===== src/rtl/dmem_arb_pkg.sv =====
// Shared types and defaults for the dmem arbiter.
package dmem_arb_pkg;

  localparam int ADDR_W_DEF = 12;
  localparam int DATA_W_DEF = 32;

  // Which requester a returning read belongs to.
  typedef enum logic {
    OWN_P = 1'b0,
    OWN_A = 1'b1
  } owner_t;

  // Arbiter state. These are plain constants so that older tools can read
  // and compare the encoding directly.
  typedef logic [0:0] state_t;
  localparam state_t PPRI  = 1'b0;
  localparam state_t ALOCK = 1'b1;

  // Return tag that travels alongside each granted access.
  typedef struct packed {
    logic   valid;
    owner_t owner;
  } rtag_t;

  localparam rtag_t RTAG_NONE = '{valid: 1'b0, owner: OWN_P};

  // The starvation counter has to hold 0..max_wait. It is never narrower
  // than one bit, even when max_wait is 0.
  function automatic int cnt_width(input int max_wait);
    return (max_wait < 1) ? 1 : $clog2(max_wait + 1);
  endfunction

endpackage


===== src/rtl/dmem_arb_rtag_pipe.sv =====
// Return-tag delay line. It matches the dmem read latency, so the tag at the
// tail lines up with the mem_q word it describes.
module dmem_arb_rtag_pipe
  import dmem_arb_pkg::*;
#(
  parameter int DEPTH = 1
) (
  input  logic  clock,
  input  logic  reset,
  input  rtag_t push,
  output rtag_t tail
);

  rtag_t stage [0:DEPTH-1];

  // Shift every cycle. A reset drops every in-flight tag.
  always_ff @(posedge clock) begin
    if (reset) begin
      for (int i = 0; i < DEPTH; i++) begin
        stage[i] <= RTAG_NONE;
      end
    end else begin
      stage[0] <= push;
      for (int i = 1; i < DEPTH; i++) begin
        stage[i] <= stage[i-1];
      end
    end
  end

  assign tail = stage[DEPTH-1];

endmodule


===== src/rtl/dmem_arbiter.sv =====
// Two-port arbiter in front of the single-port dmem syncram.
// The processor (P) has priority. The aux/loader port (A) gets a guaranteed
// slot after MAX_WAIT denied cycles, and it can hold the memory with a
// locked burst. Read data is steered back to whichever port issued the read.
// Optional build macro DMEM_ARB_STATS_EN adds saturating grant/stall counters.
module dmem_arbiter
  import dmem_arb_pkg::*;
#(
  parameter int ADDR_W   = ADDR_W_DEF,
  parameter int DATA_W   = DATA_W_DEF,
  parameter int READ_LAT = 1,
  parameter int MAX_WAIT = 8
) (
  input  logic              clock,
  input  logic              reset,
  input  logic              p_req,
  input  logic              p_wren,
  input  logic [ADDR_W-1:0] p_addr,
  input  logic [DATA_W-1:0] p_wdata,
  output logic              p_gnt,
  output logic              p_rvalid,
  output logic [DATA_W-1:0] p_rdata,
  input  logic              a_req,
  input  logic              a_wren,
  input  logic              a_lock,
  input  logic [ADDR_W-1:0] a_addr,
  input  logic [DATA_W-1:0] a_wdata,
  output logic              a_gnt,
  output logic              a_rvalid,
  output logic [DATA_W-1:0] a_rdata,
  output logic [ADDR_W-1:0] mem_address,
  output logic [DATA_W-1:0] mem_data,
  output logic              mem_wren,
  input  logic [DATA_W-1:0] mem_q
`ifdef DMEM_ARB_STATS_EN
  ,
  output logic [15:0]       stat_a_grants,
  output logic [15:0]       stat_p_stalls
`endif
);

  // state  | meaning
  // PPRI   | processor wins ties; aux is forced in after MAX_WAIT denials
  // ALOCK  | aux holds a locked burst and wins ties

  localparam int              CNT_W    = cnt_width(MAX_WAIT);
  localparam logic [CNT_W-1:0] WAIT_MAX = CNT_W'(MAX_WAIT);
  localparam logic            OVR_EN   = (MAX_WAIT != 0);

  state_t           state;
  state_t           state_nxt;
  logic [CNT_W-1:0] wait_cnt;
  logic [CNT_W-1:0] wait_nxt;
  logic             override;
  logic             p_win;
  logic             a_win;
  rtag_t            push;
  rtag_t            tail;
  logic [DATA_W-1:0] p_hold;
  logic [DATA_W-1:0] a_hold;

  // Pick at most one winner from the requests and the registered state.
  always_comb begin
    override = a_req && OVR_EN && (wait_cnt == WAIT_MAX);
    p_win    = 1'b0;
    a_win    = 1'b0;
    if (state == ALOCK) begin
      if (a_req) begin
        a_win = 1'b1;
      end else if (p_req) begin
        p_win = 1'b1;
      end
    end else if (override) begin
      a_win = 1'b1;
    end else if (p_req) begin
      p_win = 1'b1;
    end else if (a_req) begin
      a_win = 1'b1;
    end
  end

  // Reset forces both grants low, so nothing reaches the memory while reset
  // is asserted.
  assign p_gnt = p_win && !reset;
  assign a_gnt = a_win && !reset;

  // Lock entry and exit. The access that ends a lock is still granted.
  always_comb begin
    state_nxt = state;
    case (state)
      PPRI: begin
        if (a_gnt && a_lock) begin
          state_nxt = ALOCK;
        end
      end
      ALOCK: begin
        if (!a_req || (a_gnt && !a_lock)) begin
          state_nxt = PPRI;
        end
      end
      default: state_nxt = PPRI;
    endcase
  end

  // Count consecutive denied aux cycles in PPRI, saturating at MAX_WAIT.
  always_comb begin
    wait_nxt = '0;
    if ((state == PPRI) && a_req && !a_gnt) begin
      if (wait_cnt == WAIT_MAX) begin
        wait_nxt = wait_cnt;
      end else begin
        wait_nxt = wait_cnt + CNT_W'(1);
      end
    end
  end

  // Arbitration state registers.
  always_ff @(posedge clock) begin
    if (reset) begin
      state    <= PPRI;
      wait_cnt <= '0;
    end else begin
      state    <= state_nxt;
      wait_cnt <= wait_nxt;
    end
  end

  // Drive dmem from the granted port. When idle, the P-side address and data
  // pass through, but writes stay disabled.
  always_comb begin
    mem_address = p_addr;
    mem_data    = p_wdata;
    mem_wren    = 1'b0;
    if (reset) begin
      mem_address = '0;
      mem_data    = '0;
    end else if (a_gnt) begin
      mem_address = a_addr;
      mem_data    = a_wdata;
      mem_wren    = a_wren;
    end else if (p_gnt) begin
      mem_wren    = p_wren;
    end
  end

  // Tag each granted access. Writes push an invalid tag, so the pipe keeps
  // its one-tag-per-grant spacing.
  always_comb begin
    push = RTAG_NONE;
    if (a_gnt) begin
      push.valid = !a_wren;
      push.owner = OWN_A;
    end else if (p_gnt) begin
      push.valid = !p_wren;
      push.owner = OWN_P;
    end
  end

  dmem_arb_rtag_pipe #(
    .DEPTH (READ_LAT)
  ) u_rtag_pipe (
    .clock (clock),
    .reset (reset),
    .push  (push),
    .tail  (tail)
  );

  assign p_rvalid = tail.valid && (tail.owner == OWN_P) && !reset;
  assign a_rvalid = tail.valid && (tail.owner == OWN_A) && !reset;

  // mem_q passes straight through on the return cycle. Otherwise each port
  // keeps showing the last word it received.
  assign p_rdata = p_rvalid ? mem_q : p_hold;
  assign a_rdata = a_rvalid ? mem_q : a_hold;

  // Remember the last returned word per port.
  always_ff @(posedge clock) begin
    if (reset) begin
      p_hold <= '0;
      a_hold <= '0;
    end else begin
      if (p_rvalid) begin
        p_hold <= mem_q;
      end
      if (a_rvalid) begin
        a_hold <= mem_q;
      end
    end
  end

`ifdef DMEM_ARB_STATS_EN
  // Saturating aux-grant and processor-stall counters.
  always_ff @(posedge clock) begin
    if (reset) begin
      stat_a_grants <= '0;
      stat_p_stalls <= '0;
    end else begin
      if (a_gnt && (stat_a_grants != 16'hFFFF)) begin
        stat_a_grants <= stat_a_grants + 16'd1;
      end
      if (p_req && !p_gnt && (stat_p_stalls != 16'hFFFF)) begin
        stat_p_stalls <= stat_p_stalls + 16'd1;
      end
    end
  end
`endif

endmodule


===== config.mk =====
export PLATFORM = sky130hd
export DESIGN_NAME = dmem_arbiter
export DESIGN_NICKNAME = d
export VERILOG_FILES = /design/src/rtl/dmem_arb_pkg.sv /design/src/rtl/dmem_arb_rtag_pipe.sv /design/src/rtl/dmem_arbiter.sv
export SDC_FILE = /design/constraint.sdc
export NUM_CORES = 1
export LEC_CHECK = 0
export CORE_MARGIN = 2
export CORE_UTILIZATION = 41
export DETAILED_ROUTE_END_ITERATION = 10
export GPL_TIMING_DRIVEN = 0
export HOLD_SLACK_MARGIN = 0.06
export PLACE_DENSITY = 0.87
export SYNTH_ARGS = -nofsm -noshare
export SYNTH_HDL_FRONTEND = slang
export SYNTH_SLANG_ARGS = --single-unit

===== constraint.sdc =====
create_clock -name clock -period 3.4 [get_ports clock]
set_input_delay 0.85 -clock clock [delete_from_list [all_inputs] [get_ports clock]]
set_output_delay 0.85 -clock clock [all_outputs]
set_load 0.01 [all_outputs]

-- After elaboration in Yosys (flattened, before gate mapping)
Memories as Yosys holds them, arrays and structs flattened.
Index checks and enable logic that the tools add are counted.
- mux-type cells: 27
- bitwise operators: 3
- eq/ne operators: 1
- reductions and logical operators: 20
- add/subtract/negate cells: 1
- operators by type and width (kind ; number):
    32-bit two-way mux ; 4
    12-bit two-way mux ; 2
    1-bit two-way mux ; 17
    1-bit logical AND ; 11
    1-bit logical NOT ; 6
    2-bit two-way mux ; 3
    4-bit by 1-bit adder with 4-bit output (second input constant) ; 1
    4-bit equality test (second input constant) ; 1
    2-bit OR reduction ; 2
    1-bit NOT ; 3
    1-bit case mux with 2 select lines ; 1
    1-bit logical OR ; 1
- bits in writable memories: 2
- input bits: 127
- word-level logic and storage cells: 57
- register bits: 69
- memories: 1
- output and inout bits: 113
- memory list (memory ; words ; width ; rd ports ; clocked after Yosys merged registers in ; wr ports ; RTL line ; RTL):
    u_rtag_pipe.stage ; 1 ; 2 ; 1 ; 0 ; 1 ; dmem_arb_rtag_pipe.sv:14 ; rtag_t stage [0:DEPTH-1];

-- Logic depth before layout (Yosys ltp)
Gate-level depths: netlist (run 1).
- word-level depth: 9
- gate-level depth with buffers: 7
- gate-level depth less buffers: 5

-- Modules after synthesis
Synthesis (run 1) repeated with hierarchy kept, for this count alone.
- cells, all modules: 396
- area, all modules: 4031.4 um^2
- by module, submodules not included (module ; area each (um^2) ; seq. area each (um^2) ; instances ; cells an instance):
    dmem_arbiter ; 3978.8 ; 1381.3 ; 1 ; 392
    dmem_arb_rtag_pipe ; 52.6 ; 40.0 ; 1 ; 4

-- Least setup slack after synthesis (run 1)
OpenSTA, ideal clock, no wires.
- path type: input to output
- from: in reset
- to: out p_rdata[10]
- stages on the path: 4
- data required time: 2.550 ns
- buffers on the path: 2
- setup slack: 0.709 ns
- arrival: 1.841 ns
- path through: buf_6 nor3b_4 buf_6 mux2_2
- cells in the longest elaborated chain, start to end: 3
- ends and longest elaborated chain (item ; RTL line ; RTL):
    from (decl) ; dmem_arbiter.sv:15 ; input logic reset,
    1-bit logical NOT ; dmem_arbiter.sv:168 ; assign p_rvalid = tail.valid && (tail.owner == OWN_P) && !reset;
    1-bit logical AND ; dmem_arbiter.sv:168 ;
    32-bit two-way mux ; -- ;
    to (decl) ; dmem_arbiter.sv:22 ; output logic [DATA_W-1:0] p_rdata,
Every way passes these cells.

-- Worst setup path after layout (run 1)
- from: in p_req
- to: out a_gnt
- cells in the longest elaborated chain, start to end: 4
- ends and longest elaborated chain (item ; RTL line ; RTL):
    from (decl) ; dmem_arbiter.sv:16 ; input logic p_req,
    1-bit two-way mux ; dmem_arbiter.sv:75 ; end else if (p_req) begin
    1-bit two-way mux ; dmem_arbiter.sv:73 ; end else if (override) begin
    1-bit two-way mux ; dmem_arbiter.sv:67 ; if (state == ALOCK) begin
    1-bit logical AND ; dmem_arbiter.sv:85 ; assign a_gnt = a_win && !reset;
    to (decl) ; dmem_arbiter.sv:28 ; output logic a_gnt,
Every way passes these cells.

==> run summary, run 1 <==
Dividing the detail-routed via count by the number of cells gives 4.72. Buffers added to address setup during post-CTS repair amount to 0. In this run, CTS created clock tree buffers numbering 9.

The logs give 0.661 for the worst relative slew slack and 0 for the total of warnings raised by yosys. The slew of the pin with the lowest slew margin works out to 504 ps. Count of final max-slew check failures: 0. The tools report the largest buffer count on any clock path as 2. Including well taps, the total number of placed cells is 766. The starting density of the core is 0.417. The xor and xnor fraction of the mapped netlist area was 0. The worst setup path is captured at an output pin. Across the routed clock network, the largest skew measured is 8.14 ps. The total negative slack for setup checks came out at 0 ps. After the first detailed-routing iteration, the DRC count stood at 94. For this design, the CTS-stage hold fixing added 0 buffers.

For the number of vias after detailed routing, the log shows 3691. The period utilization is 0.973. Synthesized-area fraction occupied by ao, oa, aoi and oai cells: 0.0128. Path class of the lowest-slack min-delay path: flop to flop. The clock net in this run drives a total of 71 sinks. The synthesis-to-layout area growth is 69.3%. The sum of overflow across all layers after global routing was 0. The number of unique standard cell types used by synthesis is 32, and the total DRC errors in the routed layout is 0. The clock reaches the later pin of the worst-skew pair after 330 ps. Area of the die: 10600 um2. The die is 103 um wide. The port buffer count was 238.

Summed over all instances, the cell type with the most area after synthesis is sky130_fd_sc_hd__dfxtp_1. At the worst endpoint, the required time is 2550 ps. STA puts the critical path data arrival time at 2460 ps. The gate count after technology mapping was 395. After synthesis, the largest family of logic cells by area is multiplexers.

The final layout contains 773 nets. Area after detailed placement: 6570 um2. The most used flip-flop cell after synthesis was sky130_fd_sc_hd__dfxtp_1. The worst-case IR drop observed on VDD is 201 uV. The routed design could run at a clock period as short as 3310 ps. In this run the cell area of the synthesized design comes to 4020 um2. The adder and majority gate portion of the synthesized area is 0.00622.

By area the synthesized netlist is led by sky130_fd_sc_hd__dfxtp_1, sky130_fd_sc_hd__nand2b_1, sky130_fd_sc_hd__mux2_2, sky130_fd_sc_hd__mux2i_1, sky130_fd_sc_hd__nor2b_1. The post-synthesis area per instance works out to 10.2 um2. Most repeated cell in the gate-level netlist after synthesis: sky130_fd_sc_hd__nand2b_1. The portion of netlist area occupied by mux cells is 0.306, and the core area is 9640 um2. The worst setup path is of the primary input to output pin kind.

For the residual antenna-violating net count after detailed routing, the log shows 0. Summed over all layers, the routed wires come to 12400 um. The top fanout value on the critical path is 4.

The number of nets in the synthesized netlist is 524. The detailed placement HPWL was 9810 um. The slowest stage of the critical path belongs to the cell sky130_fd_sc_hd__clkdlybuf4s50_1. The global-route usage over all layers was 0.222. The run finished with clean final reports. Entering global routing, the biggest net connects 13 pins.

The worst setup path is launched from a primary input. The tools report the pre-CTS setup slack as -331 ps. The clock transition at the registers of the reported paths was 70 ps. The run gives 0 as the reported max-cap violation count.

The synthesized design contains 71 register bits. The number of antenna violations at the first check in global routing was 0; the number of enable flip-flop cells after synthesis was 0. The fraction of registers with async set or reset after synthesis was 0. Row generation in the floorplan step produced 36 rows. The fraction of final layout cells with drive strength greater than 1 was 0.143; the mean routed wirelength per cell was 15.8 um.

Timing would allow up to 0.302 GHz. The share of the synthesized area in the top cell type was 0.353. The post-synthesis simple-gate area fraction is 0.279.

In this design, the stage delay of the slowest critical-path cell is 490 ps. The logs give 3 for the H-tree depth reported by CTS and 0 for the count of final hold-check violations. Number of global-route vias before repair: 3782. In this design, the critical path's most frequently occurring cell is sky130_fd_sc_hd__clkdlybuf4s50_1. Setup-violating endpoint count in the final report: 0.

Clock tree synthesis selected as its root buffer the cell sky130_fd_sc_hd__clkbuf_8. The tools report the filler-free cell count of the finished design as 782. Measured along the y axis, the die boundary spans 103 um.

In this run the power density over the cells is 319 nW/um2. The run gives 6810 um2 as the final design area excluding fillers. By count the netlist is led by sky130_fd_sc_hd__nand2b_1, sky130_fd_sc_hd__dfxtp_1, sky130_fd_sc_hd__nor2b_1, sky130_fd_sc_hd__mux2i_1, sky130_fd_sc_hd__mux2_2.

After filler insertion, the fill cell instance count of the layout stands at 806. The routability congestion estimate was 0.846; the antenna diode count was 0. The worst-case setup margin in the final layout came out at 91.6 ps. TritonCTS built the clock tree.

In this run the static leakage power is 2.92 nW. The critical path goes through clkdlybuf4s50_1 > nand2b_1 > o21ai_0 > nor2_1 > clkdlybuf4s50_1. 240 I/O pins were placed. The number of detailed-route iterations in the first pass is 4, and the sequential share of the synthesized area is 0.353. The first global-routing pass estimated 18300 um of wire.
-- placed cells by master (no fill, tap or decap), types with 2 or more instances in the layout --
master / synthesis / final
sky130_fd_sc_hd__a21oi_1: 3 / 3
sky130_fd_sc_hd__clkbuf_8: 0 / 10
sky130_fd_sc_hd__and2b_1: 10 / 10
sky130_fd_sc_hd__nand2_1: 2 / 2
sky130_fd_sc_hd__clkdlybuf4s50_1: 0 / 194
sky130_fd_sc_hd__dfxtp_1: 71 / 71
sky130_fd_sc_hd__mux2_2: 40 / 40
sky130_fd_sc_hd__nand2b_1: 91 / 91
sky130_fd_sc_hd__dlygate4sd2_1: 0 / 40
sky130_fd_sc_hd__mux2_1: 5 / 5
sky130_fd_sc_hd__mux2i_1: 44 / 43
sky130_fd_sc_hd__nor3b_1: 2 / 2
sky130_fd_sc_hd__clkbuf_1: 16 / 17
sky130_fd_sc_hd__dlymetal6s2s_1: 0 / 4
sky130_fd_sc_hd__ha_1: 2 / 2
sky130_fd_sc_hd__or2_2: 2 / 2
sky130_fd_sc_hd__clkinvlp_4: 0 / 2
sky130_fd_sc_hd__buf_2: 5 / 4
sky130_fd_sc_hd__nor2_1: 3 / 3
sky130_fd_sc_hd__inv_1: 3 / 3
sky130_fd_sc_hd__bufinv_16: 0 / 3
sky130_fd_sc_hd__mux2_4: 19 / 19
sky130_fd_sc_hd__nor2b_1: 54 / 54
sky130_fd_sc_hd__nand3_1: 3 / 3
sky130_fd_sc_hd__buf_8: 0 / 2
sky130_fd_sc_hd__buf_6: 4 / 7
-- power by group --
| group | leakage, nW | total, mW | internal, mW | switching (mW) |
|---|---|---|---|---|
| Sequential | 0.574 | 0.853 | 0.847 | 0.00597 |
| Combinational | 2.23 | 0.503 | 0.315 | 0.189 |
| Clock | 0.116 | 0.816 | 0.508 | 0.308 |
-- path summary, 6_finish.rpt --
path / startpoint / endpoint / slack, ps / depth (start not counted)
min: wait_cnt[0] / wait_cnt[0] / 490 / 1
max reg2reg: u_rtag_pipe.stage[0][1] / p_hold[9] / 1760 / 4
max: p_req / a_gnt / 90 / 5
min reg2reg: wait_cnt[0] / wait_cnt[0] / 490 / 1
-- sequential cells by signal, indices dropped and copies added (netlist names) --
| signal | cells |
|---|---|
| wait_cnt | 4 |
| p_hold | 32 |
| state | 1 |
| u_rtag_pipe.stage | 2 |
| a_hold | 32 |
-- layout make-up --
type	instances	area, um2	share of cell area
inverter	3	11.3	0.00165
tap	133	166	0.0244
timing repair buffer	238	2340	0.344
sequential	71	1420	0.209
clock buffer	11	141	0.0208
buffer	29	189	0.0277
clock inverter	5	105	0.0154
multi-input combinational	292	2430	0.357
-- critical path: cells and delay by family --
family,cells,cell delay [ps]
and+or+nand+nor,2,190
buffers and inverters,2,960
AOI/OAI and AO/OA,1,450
-- stage by stage --
stage / hold WS (ps) / power (mW) / util
6_report: 494 / 2.17 / 0.707
2_1_floorplan: 450 / 1.08 / -
3_3_place_gp: 467 / 1.39 / 0.682
3_5_place_dp: 486 / 1.40 / 0.682
5_1_grt: 539 / 2.27 / 0.707
4_1_cts: 498 / 2.19 / 0.705
-- logic make-up after synthesis --
family                     Yosys count
DFF                                 71
buffers and inverters               32
muxes                              108
adders and majority gates            2
and+or+nand+nor                    174
AOI/OAI and AO/OA                    8
-- layer usage --
metal	global-route usage	routed length, um
met1	0.229	4540
met2	0.423	6540
met3	0.0800	1170
met5	0	0
met4	0.0567	133
-- timing repair --
action	CTS	global route
gates resized for setup	48	5
endpoints found under the setup margin	43	5
gates cloned	0	0
Power figures use the tool's default switching activity.
==> run 2: changes to the inputs <==
--- a/config.mk
+++ b/config.mk
@@ -7,10 +7,13 @@
 export LEC_CHECK = 0
 export CORE_MARGIN = 2
 export CORE_UTILIZATION = 41
+export CTS_CLUSTER_SIZE = 30
 export DETAILED_ROUTE_END_ITERATION = 10
 export GPL_TIMING_DRIVEN = 0
 export HOLD_SLACK_MARGIN = 0.06
+export MAX_ROUTING_LAYER = met4
 export PLACE_DENSITY = 0.87
+export SETUP_SLACK_MARGIN = 0.2
 export SYNTH_ARGS = -nofsm -noshare
 export SYNTH_HDL_FRONTEND = slang
 export SYNTH_SLANG_ARGS = --single-unit
==> run 2 against run 1 <==
  * Sequential share of layout area is 0.44 points lower
  * Total power rose by 1.2%
  * Sequential power about the same
  * Highest routed layer unchanged
  * Clock power up 0.5%
  * Final area rose by 2.3%
  * First-iteration DRC count decreased by 28%
  * Count of clock-buffer cells in the layout unchanged
  * Critical path depth rose by 1
  * Combinational power rose by 4.4%
  * Flip-flop and latch count is the same
  * Worst hold slack worse by 49 ps
==> run summary, run 2 (synthesis results as in run 1) <==
The sum of overflow across all layers after global routing came out at 0 (unchanged). The number of global-route vias before repair was 3782 (unchanged); the cell area power density was 315 nW/um2 (-1.1%). The fraction of final layout cells with drive strength greater than 1 was 0.211 (+0.0679).

The library cell used most frequently in the layout, excluding fill and tap cells, is sky130_fd_sc_hd__clkdlybuf4s50_1. The tools report the upper clock frequency limit as 0.316 GHz (+4.6%). The run gives 0 (unchanged) as the setup-violating endpoint count in the final report.

Number of sinks on the clock net: 71 (unchanged). For the reported max-cap violation count, the log shows 0 (unchanged). Worst relative slew slack: 0.658 (-0.00229). The number of CTS-inserted buffers was 9 (unchanged). The startpoint identified for the worst hold timing path is wait_cnt[0].

Routability congestion estimate: 0.860 (+1.6%). The die height is 103 um (unchanged). The area after detailed placement was 6570 um2 (unchanged). The number of nets in the layout came out at 782 (+1.2%).

The count of final hold-check violations is 0 (unchanged). The run gives 4 (unchanged) as the number of detailed-route iterations in the first pass. In this run the worst setup path begins at reset.

Pre-CTS setup slack: -331 ps (unchanged). The worst-case setup margin in the final layout was 237 ps (+146 ps). STA classifies the critical path startpoint as a primary input. The tools report the pin count of the biggest net entering global routing as 13 (unchanged). The synthesis-to-layout area growth works out to 73.1%. The count of final max-slew check failures came out at 0 (unchanged). The clock transition at the registers of the reported paths was 70 ps (about the same). The global-route usage over all layers was 0.230 (+0.00805). For the residual antenna-violating net count after detailed routing, the log shows 0 (unchanged). The period utilization is 0.930 (-0.0429), and the first-iteration detailed-routing DRC count is 68 (-28%). The area of the die was 10600 um2 (unchanged); the number of antenna violations at the first check in global routing was 0 (unchanged). The final core utilization is 0.722 (+0.0160), and the wire length reported by the detailed router is 12600 um (+2.0%). The tools report the final design area excluding fillers as 6960 um2 (+2.3%). For the global-route wire length before repair, the log shows 18300 um (+0.11%). The I/O pin count came out at 240 (unchanged).

The setup path with the least slack is of type primary input to output pin. Setup repair after global routing could not meet its margin everywhere. The required time of the critical path came out at 2550 ps (about the same).

Port buffer count: 238 (unchanged). The startpoint identified for the worst register-to-register timing path is u_rtag_pipe.stage[0][1]. For the total DRC errors in the routed layout, the log shows 0 (unchanged).

Endpoint arrival time on the critical path: 2310 ps (-150 ps). STA classifies the critical path endpoint as an output pin. The starting density of the core came out at 0.417 (unchanged). The mean routed wirelength per cell was 16.0 um (+0.82%); the H-tree depth reported by CTS was 3 (unchanged). For the static power due to leakage, the log shows 3.07 nW (+5.3%). The slew of the pin with the lowest slew margin was 513 ps (+8.76 ps). TritonCTS built the clock tree.

In this run the worst hold path is classified as flop to flop. The x dimension of the die came out at 103 um (unchanged). The flow ran to the end, and the final reports show no timing, DRC or antenna violations. In the final layout, the registers with the most flip-flops are a_hold: 32 flops, p_hold: 32 flops, wait_cnt: 4 flops.

The number of vias per cell came out at 4.71 (-0.23%). In the layout the commonest cells are sky130_fd_sc_hd__clkdlybuf4s50_1, sky130_fd_sc_hd__nand2b_1, sky130_fd_sc_hd__dfxtp_1. CTS root buffer: sky130_fd_sc_hd__clkbuf_8. The logs give 9810 um (unchanged) for the detailed placement HPWL and 3725 (+0.92%) for the number of vias after detailed routing. The tools report the clock network latency to the later pin of the worst-skew pair as 340 ps (about the same). The antenna diode count was 0 (unchanged); the clock skew was 8.44 ps (+0.305 ps). The top fanout value on the critical path was 10 (+6); the post-route minimum period was 3160 ps (-146 ps).

The tools report the core area as 9640 um2 (unchanged). For the standard-cell row count, the log shows 36 (unchanged). The largest buffer count on any clock path was 2 (unchanged); the largest vdd supply drop was 208 uV (+3.1%).
==> run 2: cell count changes in the layout (fill, tap and decap cells not counted), moves of 8 or more <==
cell                              before  now
sky130_fd_sc_hd__clkdlybuf4s15_1       0    8
sky130_fd_sc_hd__dlymetal6s2s_1        4   13
sky130_fd_sc_hd__clkdlybuf4s50_1     194  180
sky130_fd_sc_hd__dlygate4sd2_1        40    5
sky130_fd_sc_hd__clkdlybuf4s15_2       0   18
sky130_fd_sc_hd__buf_2                 4   13
sky130_fd_sc_hd__buf_4                 0    8
==> run 2: metrics by stage <==
stage	hold slack [ps]	TNS, ps	total power [mW]	cells
floorplan	450	0	1.08	395
global placement	467	-9910	1.39	766
detailed placement	486	-10600	1.40	766
CTS	498	0	2.20	785
global route	475	0	2.29	791
finish	445	0	2.20	791
==> run 2: report_power, final <==
part / total [mW] / switching, mW / internal, mW
Clock: 0.820 / 0.312 / 0.508
Combinational: 0.525 / 0.195 / 0.330
Sequential: 0.853 / 0.00596 / 0.847
==> run 2: worst paths after layout <==
kind / endpoint / slack, ps / cells after the start
setup / recovery: p_rdata[13] / 240 / 6
hold / removal: wait_cnt[0] / 450 / 1
setup reg to reg: p_hold[9] / 1880 / 5
hold reg to reg: wait_cnt[0] / 450 / 1
==> run 2: per-layer routing <==
| layer | track usage | up-vias | part of all wire |
|---|---|---|---|
| met4 | 0.0567 | 0 | 0.014 |
| li1 | - | 1812 | - |
| met1 | 0.241 | 1749 | 0.39 |
| met3 | 0.0658 | 15 | 0.076 |
| met2 | 0.424 | 149 | 0.52 |
| met5 | - | - | 0 |
==> run 2: area by class of cell <==
class	instances	area, um2
multi-input cells	292	2450
flip-flops and latches	71	1420
inverters	3	11.3
fillers	778	2680
plain buffers	29	210
clock buffers	11	141
repair buffers	247	2460
clock inverters	5	105
well taps	133	166
==> run 2: what timing repair did <==
| action | CTS | global route |
|---|---|---|
| pin swaps | 1 | 0 |
| hold buffers | 0 | 0 |
| resized for setup | 144 | 34 |
| cloned | 0 | 1 |
| setup endpoints to repair | 80 | 86 |
| buffers inserted | 3 | 5 |
==> run 2: worst max-delay path, stage by stage <==
cell                              delay (ps)
sky130_fd_sc_hd__buf_6                   120
sky130_fd_sc_hd__nor3b_4                 150
sky130_fd_sc_hd__buf_4                   170
sky130_fd_sc_hd__buf_6                   190
sky130_fd_sc_hd__mux2_4                  320
sky130_fd_sc_hd__clkdlybuf4s50_1         500
==> run 3: changes to the inputs <==
--- a/config.mk
+++ b/config.mk
@@ -5,14 +5,14 @@
 export SDC_FILE = /design/constraint.sdc
 export NUM_CORES = 1
 export LEC_CHECK = 0
-export CORE_MARGIN = 2
-export CORE_UTILIZATION = 41
+export CORE_MARGIN = 8
+export CORE_UTILIZATION = 38
 export CTS_CLUSTER_SIZE = 30
 export DETAILED_ROUTE_END_ITERATION = 10
 export GPL_TIMING_DRIVEN = 0
 export HOLD_SLACK_MARGIN = 0.06
 export MAX_ROUTING_LAYER = met4
-export PLACE_DENSITY = 0.87
+export PLACE_DENSITY = 0.81
 export SETUP_SLACK_MARGIN = 0.2
 export SYNTH_ARGS = -nofsm -noshare
 export SYNTH_HDL_FRONTEND = slang
==> constraint.sdc (replaced) <==
create_clock -name clock -period 3.5 [get_ports clock]
set_input_delay 0.875 -clock clock [delete_from_list [all_inputs] [get_ports clock]]
set_output_delay 0.875 -clock clock [all_outputs]
set_load 0.01 [all_outputs]
==> run 3 against run 2 <==
  * Register-to-register slack gained 60 ps
  * Worst setup slack lost 36 ps
  * Total power down 10%
  * Sequential share of layout area is 0.69 points higher
  * Via count decreased by 0.51%
  * Clock power is 21% lower
  * Largest power group unchanged
  * Highest routed layer unchanged
==> run summary, run 3 (synthesis results as in run 1) <==
The worst hold path belongs to the class flop to flop. The cell area power density was 292 nW/um2 (-7.3%). The largest buffer count on any clock path came out at 2 (unchanged). The clock network latency to the later pin of the worst-skew pair is 340 ps (about the same). Global-route wire length before repair: 21500 um (+17%).

The I/O pin count is 240 (unchanged), and the slack of the worst reg-to-reg path is 1940 ps (+60 ps). The port buffer count was 238 (unchanged); the sum of overflow across all layers after global routing was 0 (unchanged). Area of the die: 14100 um2 (+33%). TritonCTS built the clock tree. The fraction of final layout cells with drive strength greater than 1 is 0.214 (+0.00282). The routed design could run at a clock period as short as 3300 ps. The logs give 0.390 (-0.0277) for the starting density of the core and 3 (unchanged) for the H-tree depth reported by CTS.

The run gives 202 uV (-2.6%) as the largest vdd supply drop. The hold-critical path depth works out to 1 (unchanged). In this run the most critical hold path is launched from wait_cnt[0].

The clock transition at the registers of the reported paths came out at 70 ps (about the same). Leading cell type in the layout, fill and taps excluded: sky130_fd_sc_hd__clkdlybuf4s50_1. The logs give 108 (+59%) for the first-iteration detailed-routing DRC count and 37 (+2.8%) for the standard-cell row count. The flow ran to the end, and the final reports show no timing, DRC or antenna violations. For the required time of the critical path, the log shows 2620 ps (+70 ps).

In this run the clock root is driven by a sky130_fd_sc_hd__clkbuf_8. The global-route usage over all layers is 0.197 (-0.0331), and the worst-case setup margin in the final layout is 201 ps (-36.4 ps). The run gives 3.15 nW (+2.3%) as the static power due to leakage. For the clock skew, the log shows 6.02 ps (-2.42 ps).

The top fanout value on the critical path is 2 (-8). The reported max-cap violation count came out at 0 (unchanged). For the endpoint arrival time on the critical path, the log shows 2420 ps (+110 ps).

The run gives 3706 (-0.51%) as the number of vias after detailed routing. The tools report the residual antenna-violating net count after detailed routing as 0 (unchanged). The tools report the worst reg2reg path startpoint as u_rtag_pipe.stage[0][1]. For the pin count of the biggest net entering global routing, the log shows 12 (-1). The worst setup path is launched from a primary input. The synthesis-to-layout area growth works out to 67.3%.

The x dimension of the die was 119 um (+15%); the number of CTS-inserted buffers was 9 (unchanged). The setup-violating endpoint count in the final report came out at 0 (unchanged). The count of final hold-check violations is 0 (unchanged), and the wire length reported by the detailed router is 13900 um (+9.8%). Worst reg-to-reg path cell count: 5 (unchanged).

The largest registers in the layout are a_hold: 32 flops, p_hold: 32 flops, wait_cnt: 4 flops. The die height is 119 um (+15%), and the number of sinks on the clock net is 71 (unchanged). The slew of the pin with the lowest slew margin came out at 491 ps (-22.1 ps). The tools report the tightest hold margin as 493 ps (+48.2 ps). The core area is 10300 um2 (+7.1%), and the pre-CTS setup slack is -311 ps (+19.9 ps).

The tools report the kind of end point of the critical path as an output pin. The number of vias per cell was 4.69 (-0.38%); the total negative slack for setup checks was 0 ps (unchanged). The run gives 0 (unchanged) as the total DRC errors in the routed layout. Critical path class: primary input to output pin.

Setup repair after global routing could not meet its margin everywhere. The period utilization was 0.943. The number of global-route vias before repair is 4075 (+7.7%). The worst relative slew slack is 0.673 (+0.0147), and the detailed placement HPWL is 11400 um (+16%). Number of antenna violations at the first check in global routing: 0 (unchanged). In the layout the commonest cells are sky130_fd_sc_hd__clkdlybuf4s50_1, sky130_fd_sc_hd__nand2b_1, sky130_fd_sc_hd__dfxtp_1. Count of final max-slew check failures: 0 (unchanged). Derived from the worst setup path, the maximum achievable clock frequency is 0.303 GHz. The tools report the routability congestion estimate as 0.809 (-5.9%). The number of detailed-route iterations in the first pass is 4 (unchanged), and the antenna diode count is 0 (unchanged). The mean routed wirelength per cell works out to 17.6 um (+10%). The tools report the number of nets in the layout as 779 (-0.38%).

The worst setup path startpoint is p_req.
==> run 3: stage by stage <==
step           instance area, um2  instances   util  power [mW]
2_1_floorplan                4020        395      -        1.05
3_3_place_gp                 6580        769  0.637        1.36
3_5_place_dp                 6580        769  0.637        1.37
4_1_cts                      6800        786  0.658        2.00
5_1_grt                      6730        790  0.652        2.06
6_report                     6730        790  0.652        1.97
==> run 3: critical path: stages <==
cell	delay, ps
sky130_fd_sc_hd__clkdlybuf4s50_1	470
sky130_fd_sc_hd__a21boi_0	270
sky130_fd_sc_hd__nand3_1	110
sky130_fd_sc_hd__a21oi_1	130
sky130_fd_sc_hd__clkdlybuf4s50_1	560
==> run 3: final cells by class <==
cell class | count | area, um2
inverters | 3 | 11.3
repair buffers | 244 | 2270
flip-flops and latches | 71 | 1420
well taps | 136 | 170
clock inverters | 3 | 42.5
clock buffers | 12 | 155
multi-input cells | 292 | 2440
plain buffers | 29 | 223
fillers | 854 | 3590
==> run 3: metal layers <==
layer,wire length [um],vias up,track usage
li1,-,1810,-
met1,5250,1714,0.199
met2,6850,168,0.336
met3,1610,14,0.0983
met4,160,0,0.0466
met5,0,-,-
==> run 3: timing repair <==
item | 4_1_cts | 5_1_grt
pin swaps | 1 | 1
buffers inserted | 2 | 3
endpoints found under the setup margin | 76 | 69
cloned | 0 | 1
hold buffers | 0 | 0
resized for setup | 99 | 103
==> run 3: path summary, 6_finish.rpt <==
path                                     to
worst min-delay path            wait_cnt[0]
worst max register to register   p_hold[19]
worst max-delay path               mem_wren
worst min register to register  wait_cnt[0]
==> run 3: power by group <==
part	leakage [nW]	internal, mW	switching [mW]
Sequential	0.574	0.823	0.00524
Combinational	2.47	0.300	0.191
Clock	0.0985	0.363	0.286
Total	3.15	1.49	0.482
